--- src/rtl/core_pkg.sv ---
// Purpose : shared types, opcode/funct encodings and decode helpers for the
//           9-bit-instruction sequencer.
// Contents: state_t, opcode/funct constants, HALT match, is_load/is_store/is_halt.
package core_pkg;

  // Sequencer states.
  typedef enum logic [2:0] {
    S_IDLE     = 3'd0,
    S_FETCH    = 3'd1,
    S_EXEC     = 3'd2,
    S_MEM_WAIT = 3'd3,
    S_DONE     = 3'd4
  } state_t;

  // Instruction layout: [8:6] opcode, [5:4] funct (R-type), [3:0] operands.
  localparam logic [2:0] OP_R0   = 3'b000;
  localparam logic [2:0] OP_LB   = 3'b001;
  localparam logic [2:0] OP_SB   = 3'b010;
  localparam logic [2:0] OP_ADDI = 3'b011;
  localparam logic [2:0] OP_BR   = 3'b100;
  localparam logic [2:0] OP_MOV  = 3'b101;
  localparam logic [2:0] OP_R1   = 3'b110;
  localparam logic [2:0] OP_R2   = 3'b111;

  localparam logic [1:0] FN_LDR = 2'b10;
  localparam logic [1:0] FN_STR = 2'b11;

  // HALT is 9'b111_11_xxxx: only opcode and funct take part in the match.
  localparam logic [4:0] HALT_HI = {OP_R2, FN_STR};

  // The helpers take only the opcode+funct field (instr[8:4]).
  function automatic logic is_load(input logic [4:0] op_fn);
    return (op_fn[4:2] == OP_LB) ||
           ((op_fn[4:2] == OP_R0) && (op_fn[1:0] == FN_LDR));
  endfunction

  function automatic logic is_store(input logic [4:0] op_fn);
    return (op_fn[4:2] == OP_SB) ||
           ((op_fn[4:2] == OP_R0) && (op_fn[1:0] == FN_STR));
  endfunction

  function automatic logic is_halt(input logic [4:0] op_fn);
    return op_fn == HALT_HI;
  endfunction

endpackage

--- src/rtl/core_sequencer_sat_counter.sv ---
// Purpose : saturating up-counter with synchronous clear.
// Latency : count reflects clear/inc one cycle after they are sampled.
// Ports   : clk, reset (sync, active-high), i_clear, i_inc -> o_count.
module sat_counter #(
  parameter int CNT_W = 16
) (
  input  logic             clk,
  input  logic             reset,
  input  logic             i_clear,
  input  logic             i_inc,
  output logic [CNT_W-1:0] o_count
);

  logic [CNT_W-1:0] r_count;

  always_ff @(posedge clk) begin
    if (reset || i_clear) begin
      r_count <= '0;
    end else if (i_inc && (r_count != '1)) begin
      // Stick at all-ones rather than wrapping back to zero.
      r_count <= r_count + CNT_W'(1);
    end
  end

  assign o_count = r_count;

endmodule

--- src/rtl/core_sequencer.sv ---
// Purpose : multi-cycle fetch/execute sequencer; owns PC and IR, gates the
//           decoder write strobes, stalls on data-memory ready, detects HALT.
// Latency : 2 cycles per instruction, +1 per cycle mem_ready arrives late.
// Backpr. : holds mem_req/mem_we in MEM_WAIT until mem_ready; no retry after reset.
// Ports   : clk/reset/start from host; instr_in from ROM at pc; branch,
//           pc_target, ctl_reg_write from decoder; mem_ready from data memory.
//           Outputs pc, ir, reg_we, mem_req, mem_we, done, cycle_cnt, instr_cnt.
module core_sequencer
  import core_pkg::*;
#(
  parameter int PC_W     = 8,
  parameter int START_PC = 0,
  parameter int CNT_W    = 16
) (
  input  logic             clk,
  input  logic             reset,
  input  logic             start,
  input  logic [8:0]       instr_in,
  input  logic             branch,
  input  logic [PC_W-1:0]  pc_target,
  input  logic             ctl_reg_write,
  input  logic             mem_ready,
  output logic [PC_W-1:0]  pc,
  output logic [8:0]       ir,
  output logic             reg_we,
  output logic             mem_req,
  output logic             mem_we,
  output logic             done,
  output logic [CNT_W-1:0] cycle_cnt,
  output logic [CNT_W-1:0] instr_cnt
);

  localparam logic [PC_W-1:0] START_ADDR = PC_W'(START_PC);

  state_t          r_state;
  state_t          w_state_nxt;
  logic [PC_W-1:0] r_pc;
  logic [PC_W-1:0] w_pc_nxt;
  logic [PC_W-1:0] w_pc_inc;
  logic [8:0]      r_ir;
  logic            w_ir_load;
  logic            w_retire;
  logic            w_cnt_clr;
  logic            w_active;
  logic            w_ir_ld;
  logic            w_ir_st;
  logic            w_ir_mem;

  // Decode of the latched instruction; only opcode+funct matter here.
  assign w_ir_ld  = is_load(r_ir[8:4]);
  assign w_ir_st  = is_store(r_ir[8:4]);
  assign w_ir_mem = w_ir_ld || w_ir_st;
  assign w_pc_inc = r_pc + PC_W'(1);   // wraps modulo 2**PC_W

  // ---------------------------------------------------------------------
  // State, PC and IR registers
  // ---------------------------------------------------------------------
  always_ff @(posedge clk) begin
    if (reset) begin
      r_state <= S_IDLE;
      r_pc    <= '0;
      r_ir    <= '0;
    end else begin
      r_state <= w_state_nxt;
      r_pc    <= w_pc_nxt;
      if (w_ir_load) begin
        r_ir <= instr_in;
      end
    end
  end

  // ---------------------------------------------------------------------
  // Next state, next PC and combinational strobes
  // ---------------------------------------------------------------------
  always_comb begin
    w_state_nxt = r_state;
    w_pc_nxt    = r_pc;
    w_ir_load   = 1'b0;
    w_retire    = 1'b0;
    w_cnt_clr   = 1'b0;
    reg_we      = 1'b0;
    mem_req     = 1'b0;
    mem_we      = 1'b0;
    done        = 1'b0;

    unique case (r_state)
      S_IDLE: begin
        if (start) begin
          w_state_nxt = S_FETCH;
          w_pc_nxt    = START_ADDR;
          w_cnt_clr   = 1'b1;
        end
      end

      S_FETCH: begin
        w_ir_load = 1'b1;
        // HALT is caught here so it never reaches EXEC and never retires.
        if (is_halt(instr_in[8:4])) begin
          w_state_nxt = S_DONE;
        end else begin
          w_state_nxt = S_EXEC;
        end
      end

      S_EXEC: begin
        if (w_ir_mem) begin
          // Memory ops ignore branch; they always fall through to pc+1.
          mem_req = 1'b1;
          mem_we  = w_ir_st;
          if (mem_ready) begin
            reg_we      = w_ir_ld;
            w_retire    = 1'b1;
            w_pc_nxt    = w_pc_inc;
            w_state_nxt = S_FETCH;
          end else begin
            w_state_nxt = S_MEM_WAIT;
          end
        end else begin
          reg_we      = ctl_reg_write;
          w_retire    = 1'b1;
          w_pc_nxt    = branch ? pc_target : w_pc_inc;
          w_state_nxt = S_FETCH;
        end
      end

      S_MEM_WAIT: begin
        // Request stays up; the register write lands only in the ready cycle.
        mem_req = 1'b1;
        mem_we  = w_ir_st;
        if (mem_ready) begin
          reg_we      = w_ir_ld;
          w_retire    = 1'b1;
          w_pc_nxt    = w_pc_inc;
          w_state_nxt = S_FETCH;
        end
      end

      S_DONE: begin
        done = 1'b1;
        if (start) begin
          w_state_nxt = S_FETCH;
          w_pc_nxt    = START_ADDR;
          w_cnt_clr   = 1'b1;
        end
      end

      default: begin
        w_state_nxt = S_IDLE;
      end
    endcase
  end

  // Cycles count only while a program is actually running.
  assign w_active = (r_state == S_FETCH) || (r_state == S_EXEC) ||
                    (r_state == S_MEM_WAIT);

  sat_counter #(.CNT_W(CNT_W)) u_cycle_cnt (
    .clk     (clk),
    .reset   (reset),
    .i_clear (w_cnt_clr),
    .i_inc   (w_active),
    .o_count (cycle_cnt)
  );

  sat_counter #(.CNT_W(CNT_W)) u_instr_cnt (
    .clk     (clk),
    .reset   (reset),
    .i_clear (w_cnt_clr),
    .i_inc   (w_retire),
    .o_count (instr_cnt)
  );

  assign pc = r_pc;
  assign ir = r_ir;

endmodule
--- config.mk ---
export PLATFORM = sky130hd
export DESIGN_NAME = core_sequencer
export DESIGN_NICKNAME = d
export VERILOG_FILES = /design/src/rtl/core_pkg.sv /design/src/rtl/core_sequencer_sat_counter.sv /design/src/rtl/core_sequencer.sv
export SDC_FILE = /design/constraint.sdc
export NUM_CORES = 1
export LEC_CHECK = 0
export ABC_AREA = 1
export ABC_CLOCK_PERIOD_IN_PS = 4600
export BUFFER_PORTS_ARGS = -buffer_cell sky130_fd_sc_hd__buf_2
export CORE_ASPECT_RATIO = 0.5
export CORE_MARGIN = 4
export CORE_UTILIZATION = 50
export DETAILED_ROUTE_END_ITERATION = 8
export HOLD_SLACK_MARGIN = 0.05
export PLACE_DENSITY_LB_ADDON = 0.1
export SETUP_SLACK_MARGIN = 0.4
export SLEW_MARGIN = 5
export SYNTH_ARGS = -nofsm -noshare
export SYNTH_HDL_FRONTEND = slang
export SYNTH_SLANG_ARGS = --single-unit
--- constraint.sdc ---
create_clock -name clk -period 4.6 [get_ports clk]
set_input_delay 0.69 -clock clk [delete_from_list [all_inputs] [get_ports clk]]
set_output_delay 0.69 -clock clk [all_outputs]
set_load 0.02 [all_outputs]
==> results.cfg <==
[sta]
final.setup.tns_ns = 0
fmax_ghz = 0.376
report.final.setup_viol = 0
max_slew_margin_pct = 33.7
fin_crit_share_pct = 57.7
finalCriticalPeriod_ns = 2.66
final_hold_viol_count = 0
finalWorstSetupSlack_ns = 1.94
grt_setup_unrepaired = false
timing.clock.skew_ns = 0.00348
worstMarginPinSlew_ns = 0.993
slew_viol_final = 0

[grt]
use_met1_pct = 27.2
global_route_wire_length_before_repair_um = 13800
grt_overflow_total = 0
grtUsageMet3_pct = 4.80
grt_use_met2_pct = 35.8
grt_pass1_vias = 3133
maximum_number_of_pins_on_one_net_before_global_route_repair = 30
grt_util_all_layers_pct = 21.0
antenna_found_initial = 0
grt_busiest_layer = met2

[power_and_ir_drop]
net-switching-power_mw = 0.344
power.clock.fraction_pct = 39.9
switching_share_pct = 28.9
comb_power_share_pct = 18.6
power_per_cell_area_mw_per_mm2 = 312
p_int_mw = 0.846
seq_power_share_pct = 41.6
totalPowerFinal_mw = 1.19
ir_drop_mv = 0.161
power.static_leakage_nw = 1.67

[logic_synthesis]
syn-mean-instance-area_um2 = 6.33
yosys_warnings = 0
ys_async_sr_fraction_pct = 0
yosysUniqueCellTypes = 32
syn_area_mm2 = 0.00324
synth_edf_count = 0
yosysTopAreaCell = dfxtp_1
gate_count_after_technology_mapping = 512
fraction_of_post_synthesis_cell_area_in_the_top_cell_type_by_area_pct = 32.1
post_synth_most_frequent_cells = 142 x nand2_1, 55 x nor2_1, 52 x dfxtp_1, 50 x inv_1, 49 x nand3_1
ys_dominant_reg_cell = dfxtp_1
synthesis.nets = 538
synth_seq_area_share_pct = 32.1
ys_seq_elements = 52
synthMostInstantiatedCell = nand2_1
yosys-top-cells-area = dfxtp_1 32%, nand2_1 16%, nand3_1 7.6%

[cells_and_area]
antennaDiodeCount = 0
final_cell_count_no_fill = 666
final-seq-area_mm2 = 0.00104
area_growth_syn_to_layout_pct = 17.8
finish.net_count = 604
layout.cell_area.non_filler_mm2 = 0.00382
share_of_final_layout_standard_cells_stronger_than_drive_strength_1_pct = 16.4
multi_input_area_mm2 = 0.00191
fill_count = 618

[clock_network]
clockBufferDepth = 2
tritoncts = yes
post_cts_resized = 0
postCtsSetupBuffers = 0
cts.htree.levels = 2
post_cts_hold_buffer_count = 0
clock_input_transition_at_the_sequential_cells_of_the_worst_setup_and_hold_paths_ns = 0.07
cts_buffers = 5
root_buffer = clkbuf_16
cts.sinks = 52
clk-insertion-delay-late_ns = 0.29

[run]
max_cap_violations = 0

[floorplanning]
die_w_um = 122
rows = 20
initial_core_util_pct = 52.4
die-area_mm2 = 0.00791
core_area_mm2 = 0.00618
ios = 76
die_h_um = 64.9

[placement]
gp_routability_congestion = 0.893
place.detailed.instances = 659
placement.setup.worst_slack_ns = 2.05
dpl_cell_area_mm2 = 0.00363
dp_hpwl_um = 5820
buffer_ports.inserted = 75

[setup_path]
worst_path_required_time_ns = 3.91
path_class = register to output port
critPathArrivalTime_ns = 1.97
startpoint_type = register
critical_path.max_fanout = 13
worst_setup_path_end_kind = output port

[run_status]
status = finished, final reports clean

[min_path]
hold_class = register to register

[route]
dr_total_vias = 3387
routed_via_density = 5.09
wirelength_um = 8040
first_iter_violations = 194
detail_route.drc_violations = 0
drt_pass1_iterations = 5
drt-wirelength-per-cell_um = 12.1
detail-route-antenna-nets = 0
-- kinds of logic (layout without fill, tap and decap cells) --
family | after synthesis | in the layout | share of synthesized area, %
simple gates | 283 | 283 | 38.4
compound gates | 86 | 86 | 13.8
buf+inv | 67 | 133 | 8.81
flops | 52 | 52 | 32.1
xor+xnor | 21 | 21 | 5.68
fa+ha+maj | 3 | 3 | 1.16
-- critical path, stage by stage, from the launching register on --
cell and delay [ns]:
dfxtp_1 0.35, inv_1 0.06, o21ai_0 0.14, nand2_1 0.10
nand2_1 0.37, inv_1 0.23, a21oi_1 0.23, buf_2 0.20
-- power groups by stage --
stage	combinational (mW)	sequential [mW]	clock [mW]
after detailed placement	0.219	0.504	0
after floorplan	0.148	0.520	0
after global routing	0.250	0.498	0.502
after CTS	0.220	0.494	0.482
after global placement	0.218	0.505	0
final	0.221	0.495	0.474
-- final timing paths --
kind                     startpoint                       to  slack, ns  cells after the start
min reg2reg                   ir[8]                    ir[8]       0.49                      2
min                           ir[8]                    ir[8]       0.49                      2
max                           ir[5]                  mem_req       1.94                      7
max reg2reg  u_cycle_cnt.o_count[0]  u_cycle_cnt.o_count[12]       2.65                      8
-- cells in the final DEF (no fill, tap or decap), drive strengths merged --
master,count
nand2,145
buf,75
nor2,58
dfxtp,52
inv,51
nand3,50
a21oi,45
o21ai,36
nor3,15
xor2,13
nand4,11
xnor2,8
clkbuf,5
o211ai,3
ha,3
o31ai,2
bufinv,2
nand3b,2
nor3b,1
and2,1
-- flip-flops by register name, summed over array words and instances (netlist names) --
signal               flops
pc                       8
u_cycle_cnt.o_count     16
u_instr_cnt.o_count     16
r_state                  3
ir                       9
-- cell type report --
class / count / area share [%]
Tap cell: 88 / 2.89
Clock inverter: 2 / 1.57
Sequential cell: 52 / 27.3
Multi-Input combinational cell: 393 / 50.1
Timing Repair Buffer: 75 / 9.84
Inverter: 51 / 5.02
Clock buffer: 5 / 3.28
-- routing by layer --
metal,part of all wire [%],up-vias
met4,0.61,0
met5,0,-
met3,6.0,7
li1,-,1800
met1,47,1491
met2,46,89
-- stage by stage --
| stage | utilization, % | hold slack (ns) |
|---|---|---|
| 2_1_floorplan | - | 0.469 |
| 3_3_place_gp | 58.7 | 0.463 |
| 3_5_place_dp | 58.7 | 0.476 |
| 4_1_cts | 61.7 | 0.489 |
| 5_1_grt | 61.7 | 0.527 |
| 6_report | 61.7 | 0.487 |
No activity file was read; power rests on OpenSTA's default activity.
